$ cat src/rtl/key_pkg.sv
// Shared types and constants for the key conditioner.
// Holds the channel FSM state encoding, counter widths and key bit positions.
package key_pkg;

    // Counter widths cover the full legal parameter ranges.
    localparam int unsigned DEB_W = 24;
    localparam int unsigned REP_W = 28;

    // Default channel count and bit position of each key in the key vectors.
    localparam int unsigned N_KEYS_DEFAULT = 5;
    localparam int unsigned KEY_ROTATE     = 0;
    localparam int unsigned KEY_LEFT       = 1;
    localparam int unsigned KEY_RIGHT      = 2;
    localparam int unsigned KEY_DOWN       = 3;
    localparam int unsigned KEY_PAUSE      = 4;

    typedef enum logic [1:0] {
        ST_RELEASED   = 2'd0,
        ST_HELD_DELAY = 2'd1,
        ST_REPEATING  = 2'd2
    } key_state_e;

endpackage

$ cat src/rtl/key_conditioner_if.sv
// Key bus between the push-button pins and the conditioned key outputs.
//   Key_Raw    : raw asynchronous button levels, 1 = pressed
//   Key_Level  : debounced level
//   Key_Event  : one-cycle pulse per accepted press or repeat
//   Key_Repeat : high together with Key_Event when the pulse is a repeat
// master = button/stimulus side, slave = conditioner side.
interface key_conditioner_if
    import key_pkg::*;
#(
    parameter int unsigned N_KEYS = N_KEYS_DEFAULT
);

    logic [N_KEYS-1:0] Key_Raw;
    logic [N_KEYS-1:0] Key_Level;
    logic [N_KEYS-1:0] Key_Event;
    logic [N_KEYS-1:0] Key_Repeat;

    modport master (
        output Key_Raw,
        input  Key_Level,
        input  Key_Event,
        input  Key_Repeat
    );

    modport slave (
        input  Key_Raw,
        output Key_Level,
        output Key_Event,
        output Key_Repeat
    );

endinterface

$ cat src/rtl/key_channel.sv
// One key channel: 2-flop synchronizer, debouncer and press/repeat FSM.
// Optional feature macro: KEY_AUTOREPEAT_EN (adds the repeat counter and the
// REPEATING state; without it only press events are produced).
// Ports:
//   clk, rst_n  : clock, asynchronous active-low reset
//   raw         : raw asynchronous button level
//   key_level   : debounced level (registered)
//   key_event   : one-cycle press/repeat pulse (registered)
//   key_repeat  : marks key_event as a repeat (registered, 0 without repeat)
module key_channel
    import key_pkg::*;
#(
    parameter int unsigned DEBOUNCE_CYCLES = 500000
`ifdef KEY_AUTOREPEAT_EN
    ,
    parameter int unsigned REPEAT_DELAY    = 25000000,
    parameter int unsigned REPEAT_PERIOD   = 5000000,
    parameter bit          REPEAT_EN       = 1'b0
`endif
)(
    input  logic clk,
    input  logic rst_n,
    input  logic raw,
    output logic key_level,
    output logic key_event,
    output logic key_repeat
);

    // Counter value on which the next increment would reach DEBOUNCE_CYCLES.
    localparam logic [DEB_W-1:0] DEB_LAST = DEB_W'(DEBOUNCE_CYCLES - 1);

    logic             sync_q1;
    logic             sync_q2;
    logic [DEB_W-1:0] deb_cnt_q;
    logic [DEB_W-1:0] deb_cnt_d;
    logic             level_d;
    logic             rise_c;
    logic             fall_c;
    key_state_e       state_q;
    key_state_e       state_d;
    logic             event_d;

    // Raw pin synchronizer; the only sampler of the asynchronous input.
    always_ff @(posedge clk or negedge rst_n) begin
        if (!rst_n) begin
            sync_q1 <= 1'b0;
            sync_q2 <= 1'b0;
        end else begin
            sync_q1 <= raw;
            sync_q2 <= sync_q1;
        end
    end

    // Debounce: count disagreeing cycles, flip the level when the count is reached.
    always_comb begin
        level_d   = key_level;
        deb_cnt_d = '0;
        if (sync_q2 != key_level) begin
            if (deb_cnt_q == DEB_LAST) begin
                level_d = ~key_level;
            end else begin
                deb_cnt_d = deb_cnt_q + 1'b1;
            end
        end
    end

    // Level edges as they will appear on the next clock edge.
    assign rise_c = level_d & ~key_level;
    assign fall_c = ~level_d & key_level;

    always_ff @(posedge clk or negedge rst_n) begin
        if (!rst_n) begin
            deb_cnt_q <= '0;
            key_level <= 1'b0;
        end else begin
            deb_cnt_q <= deb_cnt_d;
            key_level <= level_d;
        end
    end

`ifdef KEY_AUTOREPEAT_EN
    localparam logic [REP_W-1:0] DELAY_LAST  = REP_W'(REPEAT_DELAY - 1);
    localparam logic [REP_W-1:0] PERIOD_LAST = REP_W'(REPEAT_PERIOD - 1);

    logic [REP_W-1:0] rep_cnt_q;
    logic [REP_W-1:0] rep_cnt_d;
    logic             repeat_d;

    // Press/repeat FSM; release has priority so a repeat due on the release edge is dropped.
    always_comb begin
        state_d   = state_q;
        rep_cnt_d = rep_cnt_q;
        event_d   = 1'b0;
        repeat_d  = 1'b0;
        if (fall_c) begin
            state_d   = ST_RELEASED;
            rep_cnt_d = '0;
        end else begin
            case (state_q)
                ST_RELEASED: begin
                    if (rise_c) begin
                        state_d   = ST_HELD_DELAY;
                        event_d   = 1'b1;
                        rep_cnt_d = '0;
                    end
                end
                ST_HELD_DELAY: begin
                    if (REPEAT_EN && (rep_cnt_q == DELAY_LAST)) begin
                        state_d   = ST_REPEATING;
                        event_d   = 1'b1;
                        repeat_d  = 1'b1;
                        rep_cnt_d = '0;
                    end else if (rep_cnt_q != '1) begin
                        rep_cnt_d = rep_cnt_q + 1'b1;
                    end
                end
                ST_REPEATING: begin
                    if (rep_cnt_q == PERIOD_LAST) begin
                        event_d   = 1'b1;
                        repeat_d  = 1'b1;
                        rep_cnt_d = '0;
                    end else if (rep_cnt_q != '1) begin
                        rep_cnt_d = rep_cnt_q + 1'b1;
                    end
                end
                default: begin
                    state_d   = ST_RELEASED;
                    rep_cnt_d = '0;
                end
            endcase
        end
    end

    always_ff @(posedge clk or negedge rst_n) begin
        if (!rst_n) begin
            state_q    <= ST_RELEASED;
            rep_cnt_q  <= '0;
            key_event  <= 1'b0;
            key_repeat <= 1'b0;
        end else begin
            state_q    <= state_d;
            rep_cnt_q  <= rep_cnt_d;
            key_event  <= event_d;
            key_repeat <= repeat_d;
        end
    end
`else
    // Press-only FSM: a held key parks in HELD_DELAY until released.
    always_comb begin
        state_d = state_q;
        event_d = 1'b0;
        if (fall_c) begin
            state_d = ST_RELEASED;
        end else begin
            case (state_q)
                ST_RELEASED: begin
                    if (rise_c) begin
                        state_d = ST_HELD_DELAY;
                        event_d = 1'b1;
                    end
                end
                ST_HELD_DELAY: begin
                    state_d = ST_HELD_DELAY;
                end
                default: begin
                    state_d = ST_RELEASED;
                end
            endcase
        end
    end

    always_ff @(posedge clk or negedge rst_n) begin
        if (!rst_n) begin
            state_q   <= ST_RELEASED;
            key_event <= 1'b0;
        end else begin
            state_q   <= state_d;
            key_event <= event_d;
        end
    end

    assign key_repeat = 1'b0;
`endif

endmodule

$ cat src/rtl/key_conditioner.sv
// Push-button conditioner: N_KEYS independent synchronize/debounce/repeat channels.
// Optional feature macro: KEY_AUTOREPEAT_EN (auto-repeat on keys selected by
// REPEAT_MASK; undefined -> press events only, Key_Repeat tied 0).
// Ports:
//   Clk_In : system clock, rising edge
//   Rst_n  : asynchronous active-low reset
//   kbus   : key bus (slave) - Key_Raw in; Key_Level, Key_Event, Key_Repeat out
module key_conditioner
    import key_pkg::*;
#(
    parameter int unsigned       N_KEYS          = N_KEYS_DEFAULT,
    parameter int unsigned       DEBOUNCE_CYCLES = 500000,
    parameter int unsigned       REPEAT_DELAY    = 25000000,
    parameter int unsigned       REPEAT_PERIOD   = 5000000,
    parameter logic [N_KEYS-1:0] REPEAT_MASK     =
        N_KEYS'((1 << KEY_LEFT) | (1 << KEY_RIGHT) | (1 << KEY_DOWN))
)(
    input  logic              Clk_In,
    input  logic              Rst_n,
    key_conditioner_if.slave  kbus
);

    // Parameter sanity; an out-of-range setup shows up as a named marker scope.
    localparam bit CFG_BAD =
        (DEBOUNCE_CYCLES == 0) || (DEBOUNCE_CYCLES >= (64'd1 << DEB_W)) ||
        (REPEAT_DELAY    == 0) || (REPEAT_DELAY    >= (64'd1 << REP_W)) ||
        (REPEAT_PERIOD   == 0) || (REPEAT_PERIOD   >= (64'd1 << REP_W)) ||
        ($bits(REPEAT_MASK) != N_KEYS);

    if (CFG_BAD) begin : g_cfg_out_of_range
    end

    logic [N_KEYS-1:0] level_v;
    logic [N_KEYS-1:0] event_v;
    logic [N_KEYS-1:0] repeat_v;

    // One fully independent channel per key.
    for (genvar k = 0; k < N_KEYS; k++) begin : g_ch
`ifdef KEY_AUTOREPEAT_EN
        key_channel #(
            .DEBOUNCE_CYCLES (DEBOUNCE_CYCLES),
            .REPEAT_DELAY    (REPEAT_DELAY),
            .REPEAT_PERIOD   (REPEAT_PERIOD),
            .REPEAT_EN       (REPEAT_MASK[k])
        ) u_ch (
            .clk        (Clk_In),
            .rst_n      (Rst_n),
            .raw        (kbus.Key_Raw[k]),
            .key_level  (level_v[k]),
            .key_event  (event_v[k]),
            .key_repeat (repeat_v[k])
        );
`else
        key_channel #(
            .DEBOUNCE_CYCLES (DEBOUNCE_CYCLES)
        ) u_ch (
            .clk        (Clk_In),
            .rst_n      (Rst_n),
            .raw        (kbus.Key_Raw[k]),
            .key_level  (level_v[k]),
            .key_event  (event_v[k]),
            .key_repeat (repeat_v[k])
        );
`endif
    end

    assign kbus.Key_Level  = level_v;
    assign kbus.Key_Event  = event_v;
    assign kbus.Key_Repeat = repeat_v;

endmodule

$ cat src/flat_wrapper.sv
// flat-port wrapper written by rule: the top's interface ports become plain ports
module key_conditioner_flat import key_pkg::*;
#(
    parameter int unsigned       N_KEYS          = N_KEYS_DEFAULT,
    parameter int unsigned       DEBOUNCE_CYCLES = 500000,
    parameter int unsigned       REPEAT_DELAY    = 25000000,
    parameter int unsigned       REPEAT_PERIOD   = 5000000,
    parameter logic [N_KEYS-1:0] REPEAT_MASK     =
        N_KEYS'((1 << KEY_LEFT) | (1 << KEY_RIGHT) | (1 << KEY_DOWN))
)
  (Clk_In, Rst_n, kbus_Key_Raw, kbus_Key_Level, kbus_Key_Event, kbus_Key_Repeat);
  key_conditioner_if #(.N_KEYS(N_KEYS)) kbus_i ();
  input  logic Clk_In;
  input  logic Rst_n;
  input wire logic [$bits(kbus_i.Key_Raw)-1:0] kbus_Key_Raw;
  output wire logic [$bits(kbus_i.Key_Level)-1:0] kbus_Key_Level;
  output wire logic [$bits(kbus_i.Key_Event)-1:0] kbus_Key_Event;
  output wire logic [$bits(kbus_i.Key_Repeat)-1:0] kbus_Key_Repeat;
  assign kbus_i.Key_Raw = kbus_Key_Raw;
  assign kbus_Key_Level = kbus_i.Key_Level;
  assign kbus_Key_Event = kbus_i.Key_Event;
  assign kbus_Key_Repeat = kbus_i.Key_Repeat;
  key_conditioner #(.N_KEYS(N_KEYS), .DEBOUNCE_CYCLES(DEBOUNCE_CYCLES), .REPEAT_DELAY(REPEAT_DELAY), .REPEAT_PERIOD(REPEAT_PERIOD), .REPEAT_MASK(REPEAT_MASK)) u_core (.Clk_In(Clk_In), .Rst_n(Rst_n), .kbus(kbus_i));
endmodule
$ cat config.mk
export PLATFORM = sky130hd
export DESIGN_NAME = key_conditioner_flat
export DESIGN_NICKNAME = d
export VERILOG_FILES = /design/src/rtl/key_pkg.sv /design/src/rtl/key_conditioner_if.sv /design/src/rtl/key_channel.sv /design/src/rtl/key_conditioner.sv /design/src/flat_wrapper.sv
export SDC_FILE = /design/constraint.sdc
export NUM_CORES = 1
export LEC_CHECK = 0
export CAP_MARGIN = 20
export CORE_MARGIN = 3
export CORE_UTILIZATION = 56
export DETAILED_ROUTE_END_ITERATION = 16
export HOLD_SLACK_MARGIN = 0.06
export PLACE_DENSITY = 0.74
export SETUP_SLACK_MARGIN = 0.05
export SYNTH_ARGS = -nofsm -noshare
export SYNTH_HDL_FRONTEND = slang
export SYNTH_SLANG_ARGS = --single-unit
export TNS_END_PERCENT = 1
$ cat constraint.sdc
create_clock -name Clk_In -period 3.14 [get_ports Clk_In]
set_clock_uncertainty 0.15 [all_clocks]
set_input_delay 0.628 -clock Clk_In [delete_from_list [all_inputs] [get_ports Clk_In]]
set_output_delay 0.628 -clock Clk_In [all_outputs]
set_load 0.1 [all_outputs]
==> results.toml <==
[clocking]
post_cts_buffers = 0
clk_latency_ns = 0.43
cts_buffers = 17
clock-root-buffer = "clkbuf_16"
cts_sinks = 145
path_clk_slew_ns = 0.06
htreeDepth = 4
ctsHoldBuffers = 0
ctsResizeCount = 0
clk_path_buf_depth = 2
cts_tree = "built"

[power_and_ir_drop]
leakagePower_nw = 3.30
power_density_nw_per_um2 = 502
seqPwrFrac_pct = 46.2
switching_share_pct = 22.3
clkPwrFrac_pct = 50.3
p_int_mw = 3.22
switching_power_mw = 0.924
p_total_mw = 4.14
vdd_drop_max_uv = 339
comb_power_share_pct = 3.5

[worst_setup_path]
r2r_start = "u_core.g_ch[4].u_ch.deb_cnt_q[0]"
cp.arrival_ns = 2.74
end_kind = "flop"
cp-start-kind = "flop"
path_max_fanout = 4
crit_type = "reg2reg"
worstPathRequired_ns = 3.31
critPathLaunch = "u_core.g_ch[4].u_ch.deb_cnt_q[0]"

[die]
die_area_sq_um = 14600
initial_core_util_pct = 58.0
die_w_um = 121
ios = 22
die_height_um = 121
core_area_sq_um = 12700
fp-row-count = 41

[timing]
rsz0062_at_grt = "false"
max_freq_mhz = 388
max_slew.worst_pin.slew_ns = 0.652
setup_viol_count_final = 0
fin_setup_tns_ns = 0
hold_violations = 0
report.final.slew_viol_count = 0
slew_headroom_pct = 56.5
min_period_over_period_pct = 82.1
min_period_ns = 2.58
hold_ws_ns = 0.0680
layout_setup_ws_ns = 0.563

[placement]
preCtsSetupSlack_ns = 0.584
numPortBuffers = 16
gp_congestion = 0.825
dp_hpwl_mm = 9.68
dp_cells = 908
postPlaceCellArea_sq_um = 7640

[final_layout]
diodes = 0
multi_input_area_sq_um = 3440
layout_common_cells = "145 x dfrtp_1, 83 x nor2_1, 44 x a21oi_1"
instances_no_fill = 939
final_common_cell = "dfrtp_1"
nets = 777
area_growth_syn_to_layout_pct = 11.9
layout-drive-gt1-share_pct = 10.0
n_fill_cell = 1060
post-route-util_pct = 64.8
final_area_sq_um = 8250
regArea_sq_um = 3630

[logic_synthesis]
synth-edff-count = 0
synth_ff_type = "dfrtp_1"
yosysSeqAreaShare_pct = 49.2
yosys.cell_types.count = 48
ys_async_sr_fraction_pct = 100
ys_warn_count = 0
syn_inst = 743
syn_avg_cell_area_sq_um = 9.93
ys_ff_latch = 145
syn_area_sq_um = 7370

[routing]
first_iter_violations = 473
vias = 5624
ant_nets = 0
drt_wl_total_mm = 14.4
wl_per_cell_um = 15.4
vias_per_cell = 5.99
drcViolationCount = 0
drt_pass1_iterations = 6

[global_route]
grt_pass1_wl_mm = 25.1
grt_pass1_vias = 5419
grt_usage_pct = 21.3
gr-total-overflow = 0
grt_max_degree = 72
antenna_found_initial = 0

[worst_hold_path]
hp-class = "in2async"

[run]
drv_cap = 0

[run_status]
status = "complete, no violations"
-- critical path, stage by stage, from the launching register on --
cell and delay, ns:
dfrtp_1 0.39, ha_1 0.24, and4_1 0.27, nand3_1 0.16, nor4_1 0.52, mux2_2 0.42
ha_1 0.19, nor3b_1 0.13
-- power groups by stage --
stage | Combinational (mW) | Sequential (mW) | Clock [mW]
2_1_floorplan | 0.0857 | 1.94 | 0
4_1_cts | 0.148 | 1.91 | 2.11
3_3_place_gp | 0.143 | 1.94 | 0
6_report | 0.143 | 1.91 | 2.08
5_1_grt | 0.162 | 1.92 | 2.20
3_5_place_dp | 0.147 | 1.95 | 0
-- sequential cells by signal, summed over array words and instances (netlist names) --
name / flops
u_core.g_ch.u_ch.key_level: 5
u_core.g_ch.u_ch.state_q: 5
u_core.g_ch.u_ch.sync_q1: 5
u_core.g_ch.u_ch.key_event: 5
u_core.g_ch.u_ch.deb_cnt_q: 120
u_core.g_ch.u_ch.sync_q2: 5
-- cell usage after synthesis (6+ instances only) --
cell	n	share of area (%)
o31ai_1	27	2.7
buf_2	13	0.88
buf_4	15	1.5
nor4b_1	6	0.71
mux2i_1	7	0.95
a21oi_1	44	3.0
nor3_1	19	1.3
nor4_1	19	1.6
and2_1	6	0.51
dfrtp_1	145	49
inv_1	30	1.5
xnor2_1	39	4.6
o21ai_0	17	1.2
nand4_1	39	3.3
and4_1	7	0.83
or4_1	27	2.7
ha_1	15	2.5
nor2_1	83	4.2
clkbuf_1	10	0.51
and3_1	14	1.2
or3_1	18	1.5
nand3_1	37	2.5
nand2_1	37	1.9
xor2_1	30	3.6
-- cells by family (layout without fill, tap and decap cells) --
logic type / count (synthesis) / in the layout / synth area share (%)
AOI/OAI and AO/OA: 96 / 96 / 8.06
other: 1 / 5 / 0.0509
muxes: 12 / 12 / 1.71
and+or+nand+nor: 336 / 336 / 25.6
DFF: 145 / 145 / 49.2
adders and majority gates: 15 / 15 / 2.54
buffers and inverters: 69 / 89 / 4.60
xor gates and xnor gates: 69 / 69 / 8.19
-- path summary, 6_finish.rpt --
check                                               endpoint  slack, ns  cells after the start
min in group Clk_In              u_core.g_ch[3].u_ch.sync_q2       0.20                      0
setup / recovery               u_core.g_ch[4].u_ch.key_event       0.56                      7
hold / removal             u_core.g_ch[4].u_ch.deb_cnt_q[18]       0.07                      1
setup reg to reg               u_core.g_ch[4].u_ch.key_event       0.56                      7
max in group asynchronous   u_core.g_ch[1].u_ch.deb_cnt_q[8]       2.05                      2
hold reg to reg                  u_core.g_ch[3].u_ch.sync_q2       0.20                      0
-- per-layer routing --
| layer | global-route usage [%] | part of all wire, % | up-vias | routed length (um) |
|---|---|---|---|---|
| li1 | - | - | 2700 | - |
| met1 | 28.4 | 45 | 2770 | 6540 |
| met2 | 34.3 | 49 | 136 | 7080 |
| met3 | 5.47 | 4.1 | 18 | 597 |
| met4 | 7.01 | 1.4 | 0 | 203 |
| met5 | 0 | 0 | - | 0 |
-- area by class of cell --
type / instances / share of cell area (%)
Inverter: 30 / 1.37
Multi-Input combinational cell: 533 / 41.7
Sequential cell: 145 / 44.0
Clock buffer: 19 / 5.49
Clock inverter: 12 / 1.91
Timing Repair Buffer: 28 / 2.90
Tap cell: 172 / 2.61
(Power assumes the default switching activity.)
